[config.mk]
export PLATFORM = sky130hd
export DESIGN_NAME = wf_led_driver
export DESIGN_NICKNAME = d
export VERILOG_FILES = /design/src/rtl/wf_led_driver.sv
export SDC_FILE = /design/constraint.sdc
export NUM_CORES = 1
export LEC_CHECK = 0
export BUFFER_PORTS_ARGS = -buffer_cell sky130_fd_sc_hd__buf_2
export CORE_MARGIN = 2
export CORE_UTILIZATION = 55
export DETAILED_ROUTE_END_ITERATION = 7
export PLACE_DENSITY = 0.71
export SYNTH_ARGS = -nofsm -noshare
export SYNTH_HDL_FRONTEND = slang
export SYNTH_SLANG_ARGS = --single-unit
export TNS_END_PERCENT = 20
[constraint.sdc]
create_clock -name WF_CLK -period 6.7 [get_ports WF_CLK]
set_clock_uncertainty 0.1 [all_clocks]
set_input_delay 0.67 -clock WF_CLK [delete_from_list [all_inputs] [get_ports WF_CLK]]
set_output_delay 0.67 -clock WF_CLK [all_outputs]
set_load 0.01 [all_outputs]
[src/rtl/wf_led_driver.sv]
// User LED output stage: turns a registered mode/level setting (off, steady, blink,
// breathe) into a PWM waveform. The PWM duty only changes at frame wrap, so the pin
// never shows a partial frame.
module wf_led_driver #(
  parameter int unsigned PWM_BITS    = 8,
  parameter int unsigned TICK_DIV    = 62500,
  parameter int unsigned BLINK_TICKS = 256
) (
  input  logic                WF_CLK,
  input  logic                WF_RST,
  input  logic                cfg_we,
  input  logic [1:0]          cfg_mode,
  input  logic [PWM_BITS-1:0] cfg_level,
  output logic                WF_LED,
  output logic [PWM_BITS-1:0] duty,
  output logic                tick
);

  localparam int unsigned PresW  = $clog2(TICK_DIV);
  localparam int unsigned BlinkW = (BLINK_TICKS > 1) ? $clog2(BLINK_TICKS) : 1;

  localparam logic [PresW-1:0]    PresMax  = PresW'(TICK_DIV - 1);
  localparam logic [PresW-1:0]    PresOne  = PresW'(1);
  localparam logic [BlinkW-1:0]   BlinkMax = BlinkW'(BLINK_TICKS - 1);
  localparam logic [BlinkW-1:0]   BlinkOne = BlinkW'(1);
  localparam logic [PWM_BITS-1:0] PwmMax   = '1;
  localparam logic [PWM_BITS-1:0] PwmOne   = PWM_BITS'(1);

  typedef enum logic [1:0] {
    ModeOff     = 2'd0,
    ModeOn      = 2'd1,
    ModeBlink   = 2'd2,
    ModeBreathe = 2'd3
  } mode_e;

  mode_e               mode_q, mode_d;
  logic [PWM_BITS-1:0] level_q, level_d;
  logic [PresW-1:0]    presc_q, presc_d;
  logic [BlinkW-1:0]   bcnt_q, bcnt_d;
  logic                phase_q, phase_d;   // 1 = blink on-phase
  logic [PWM_BITS-1:0] ramp_q, ramp_d;
  logic                down_q, down_d;     // breathe direction, 1 = ramping down
  logic                tick_q;
  logic [PWM_BITS-1:0] pwm_q;
  logic [PWM_BITS-1:0] duty_q;
  logic                led_q;
  logic [PWM_BITS-1:0] duty_next;

  // Duty requested by the current pattern; sampled only at PWM wrap.
  always_comb begin
    duty_next = '0;
    unique case (mode_q)
      ModeOff:     duty_next = '0;
      ModeOn:      duty_next = level_q;
      ModeBlink:   duty_next = phase_q ? level_q : '0;
      ModeBreathe: duty_next = ramp_q;
      default:     duty_next = '0;
    endcase
  end

  // Config latch, prescaler and pattern stepping; a write restarts the pattern and
  // masks any tick that coincides with it.
  always_comb begin
    mode_d  = mode_q;
    level_d = level_q;
    presc_d = presc_q;
    bcnt_d  = bcnt_q;
    phase_d = phase_q;
    ramp_d  = ramp_q;
    down_d  = down_q;
    if (cfg_we) begin
      mode_d  = mode_e'(cfg_mode);
      level_d = cfg_level;
      presc_d = '0;
      bcnt_d  = '0;
      phase_d = 1'b1;
      ramp_d  = '0;
      down_d  = 1'b0;
    end else begin
      presc_d = (presc_q == PresMax) ? '0 : presc_q + PresOne;
      if (tick_q) begin
        if (bcnt_q == BlinkMax) begin
          bcnt_d  = '0;
          phase_d = ~phase_q;
        end else begin
          bcnt_d = bcnt_q + BlinkOne;
        end
        // Triangle ramp between 0 and level_q; turns around without wrapping.
        if (!down_q) begin
          if (ramp_q < level_q) begin
            ramp_d = ramp_q + PwmOne;
          end else begin
            down_d = 1'b1;
            if (ramp_q != '0) ramp_d = ramp_q - PwmOne;
          end
        end else begin
          if (ramp_q != '0) begin
            ramp_d = ramp_q - PwmOne;
          end else begin
            down_d = 1'b0;
            if (level_q != '0) ramp_d = ramp_q + PwmOne;
          end
        end
      end
    end
  end

  // All state, synchronous reset with priority over configuration writes.
  always_ff @(posedge WF_CLK) begin
    if (WF_RST) begin
      mode_q  <= ModeOff;
      level_q <= '0;
      presc_q <= '0;
      bcnt_q  <= '0;
      phase_q <= 1'b1;
      ramp_q  <= '0;
      down_q  <= 1'b0;
      tick_q  <= 1'b0;
      pwm_q   <= '0;
      duty_q  <= '0;
      led_q   <= 1'b0;
    end else begin
      mode_q  <= mode_d;
      level_q <= level_d;
      presc_q <= presc_d;
      bcnt_q  <= bcnt_d;
      phase_q <= phase_d;
      ramp_q  <= ramp_d;
      down_q  <= down_d;
      // The prescaler restarts on a write, so a pulse from the old count is dropped.
      tick_q  <= (presc_q == PresMax) && !cfg_we;
      pwm_q   <= pwm_q + PwmOne;
      if (pwm_q == PwmMax) duty_q <= duty_next;
      led_q   <= (pwm_q < duty_q);
    end
  end

  assign WF_LED = led_q;
  assign duty   = duty_q;
  assign tick   = tick_q;

endmodule

==> reports/results.tsv <==
metric	value	unit
Yosys top cell area share	0.371	
number of global-route vias before repair	2524	
GR Util met2	0.331	
Worst Hold Launch	pwm_q[0]	
# DRC	0	
Arr. time, crit path	2.97	ns
Logic pwr share	0.071	
asr flop ratio synth	0	
Required @ worst endpoint	6.81	ns
Internal	0.529	mW
global-route wire length before repair	10.9	mm
GRT overflow	0	
Unique masters post-synth	55	
area growth from synthesis to layout	8.23	%
pin slew with the least headroom to its limit	0.933	ns
Simple-Gate Fraction of Synth Area	0.247	
Final GP Congestion	0.870	
xor and xnor area share after synthesis	0.0733	
die extent in x	82.0	um
Final ANT Viol Nets	0	
CTS Buf Count	9	
Hold Path End	pwm_q[0]	
slowest stage delay, CP	0.75	ns
status	finished clean	
DP Area	3450	um2
Clock power frac	0.388	
post-route setup TNS	0	ns
Yosys reg bits	62	
syn_area_per_cell	8.53	um2
CTS clk-pin slew, worst paths	0.07	ns
RSZ-0062 raised after global routing	false	
antenna violations before repair	0	
fin cells	486	
Hold Crit Depth	1	
CTS sink count	62	
core area	5890	um2
main area contributors after synthesis	dfxtp_1, nor2_1, ha_1, xor2_1, mux2i_1	
Power per Cell Area	195	nW/um2
pre-CTS setup slack	3.87	ns
crit-path cells	ha_1 > o21a_1 > nor2_1 > o31ai_2 > and2_1 > mux2i_1 > o211ai_1	
worst r2r dst	ramp_q[7]	
Max Freq	0.351	GHz
Rel. slew slack	0.374	
max_cap viols	0	
vias	2712	
Post-synth top cells	nor2_1, dfxtp_1, nand2_1	
CTS Hold Bufs	0	
Leak	1.29	nW
Worst R2R Start	ramp_q[2]	
post-route cell area	3620	um2
routed len/inst	13.0	um
Syn Inst Count	392	
Final WS setup	3.85	ns
Overall Power	0.706	mW
ANT cells	0	
ys flop type	dfxtp_1	
flop2flop setup slack	3.85	ns
share of layout cells above drive strength 1	0.127	
final worst path period share	0.426	
final hold violations	0	
crit path max-delay cell type	o31ai_2	
Synth Area in Adders	0.0748	
Worst VDD drop	0.112	mV
GR Layer Usage met3	0.0440	
post-layout minimum cycle time	2.85	ns
dominant cell type by area after synthesis	dfxtp_1	
postcts setup bufs	0	
GRT Total Usage	0.207	
layout net count	439	
largest family of logic cells by synthesized area	simple AND/OR/NAND/NOR gates	
Setup crit end kind	flop	
total of fill cells in the finished design	530	
Switching Share	0.251	
met1 Resource Use GR	0.269	
compound-cell area share of the yosys netlist	0.133	
I/O pin cnt	23	
cell family with most CP delay	compound AO/OA/AOI/OAI gates	
EDFF count, synth	0	
Rows	28	
Die Y	82.0	um
Setup CP Type	flop to flop	
DRT Pass-1 Iters	5	
initial DRC count	105	
endpoints failing setup	0	
crit path launch type	flop	
vias per cell	5.58	
FF-to-FF path depth	7	
Ys Warns	0	
Synthesized Nets	425	
DP Cell Count	470	
port bufs	22	
Max H-tree Level	3	
CTS max path bufs	2	
clock latency on the worst-skew pair	0.33	ns
Crit path buffers/inverters	0	
post-synthesis mux area share	0.0490	
power share of the sequential group	0.541	
CTS tree	built	
Die ar.	6720	um2
Seq/Total Area, Yosys	0.371	
WL final	6.32	mm
clock root cell	clkbuf_8	
largest net degree at the start of global routing	32	
worst-path maximum fanout	14	
Gates resized, CTS repair	0	
Slew Limit Fails	0	
Psw	0.178	mW
gr busiest metal	met2	
HPWL Detailed	4.59	mm
most numerous cell in the Yosys netlist	nor2_1	
min-delay worst type	flop to flop	
Mapped Area	3350	um2
initial core utilization	0.568	
## metrics by stage
stage / util / hold WS (ns)
floorplan: - / 0.325
global placement: 0.587 / 0.344
detailed placement: 0.587 / 0.351
CTS: 0.615 / 0.368
global route: 0.615 / 0.383
finish: 0.615 / 0.364
## cell families after synthesis
kind of cell    count (synthesis)
compound gates                 58
xor+xnor                       28
fa+ha+maj                      20
buf+inv                        39
flops                          62
mux                            16
simple gates                  169
## state kept, by name, summed over array words and instances (netlist names)
signal / count
duty: 8
ramp_q: 8
bcnt_q: 8
down_q: 1
pwm_q: 8
presc_q: 16
WF_LED: 1
tick: 1
mode_q: 2
level_q: 8
phase_q: 1
## power groups by stage
stage                     registers, mW  logic [mW]  clock network [mW]
final                             0.382      0.0502               0.274
after global routing              0.383      0.0567               0.297
after CTS                         0.382      0.0505               0.282
after detailed placement          0.390      0.0502                   0
after global placement            0.390      0.0499                   0
after floorplan                   0.387      0.0438                   0
## cells in the final DEF, fill, tap and decap left out, drive strengths merged, types with 2 or more instances in the layout
cell type and count:
o21ai 16, xnor2 13, a21o 3, o21a 2
nand3 22, a2111oi 2, clkinvlp 2, nand3b 3
and3 6, nor4 4, buf 23, nor2b 2
or4 2, nand2 30, inv 19, nor2 68
nand2b 3, a221oi 2, mux2 3, o211ai 2
a211oi 11, clkinv 4, ha 20, nor3 6
a22oi 8, clkbuf 10, a21oi 7, nand4b 2
nor3b 2, xor2 15, dfxtp 62, nand4 8
mux2i 13, and4 2, or3 5
## layer usage
metal	wire length, um	part of all wire	up-vias
met2	2920	0.46	51
met3	292	0.046	6
li1	-	-	1401
met5	0	0	-
met4	57	0.0090	0
met1	3060	0.48	1254
## worst reg2reg max path: stages, from the launching register on
cell and delay (ns):
dfxtp_1 0.57, ha_1 0.30, o21a_1 0.14, nor2_1 0.04, o31ai_2 0.75, and2_1 0.49
mux2i_1 0.23, o211ai_1 0.11
## layout make-up
cell class / instances / area (um2) / area share
timing repair buffer: 23 / 118 / 0.0325
sequential: 62 / 1240 / 0.343
multi-input combinational: 291 / 1930 / 0.533
clock buffer: 10 / 128 / 0.0352
clock inverter: 6 / 38.8 / 0.0107
inverter: 19 / 71.3 / 0.0197
tap: 75 / 93.8 / 0.0259
## how the worst max path moves through the flow
stage | from | end | depth (start not counted) | slack (ns)
after floorplan | ramp_q[1] | ramp_q[7] | 7 | 4.56
after global placement | ramp_q[2] | ramp_q[5] | 7 | 3.94
after detailed placement | ramp_q[2] | ramp_q[7] | 7 | 3.87
after CTS | ramp_q[2] | ramp_q[7] | 7 | 3.87
after global routing | ramp_q[2] | ramp_q[5] | 7 | 3.57
final | ramp_q[2] | ramp_q[7] | 7 | 3.85
Note: power is estimated with default switching activity, not from simulation.
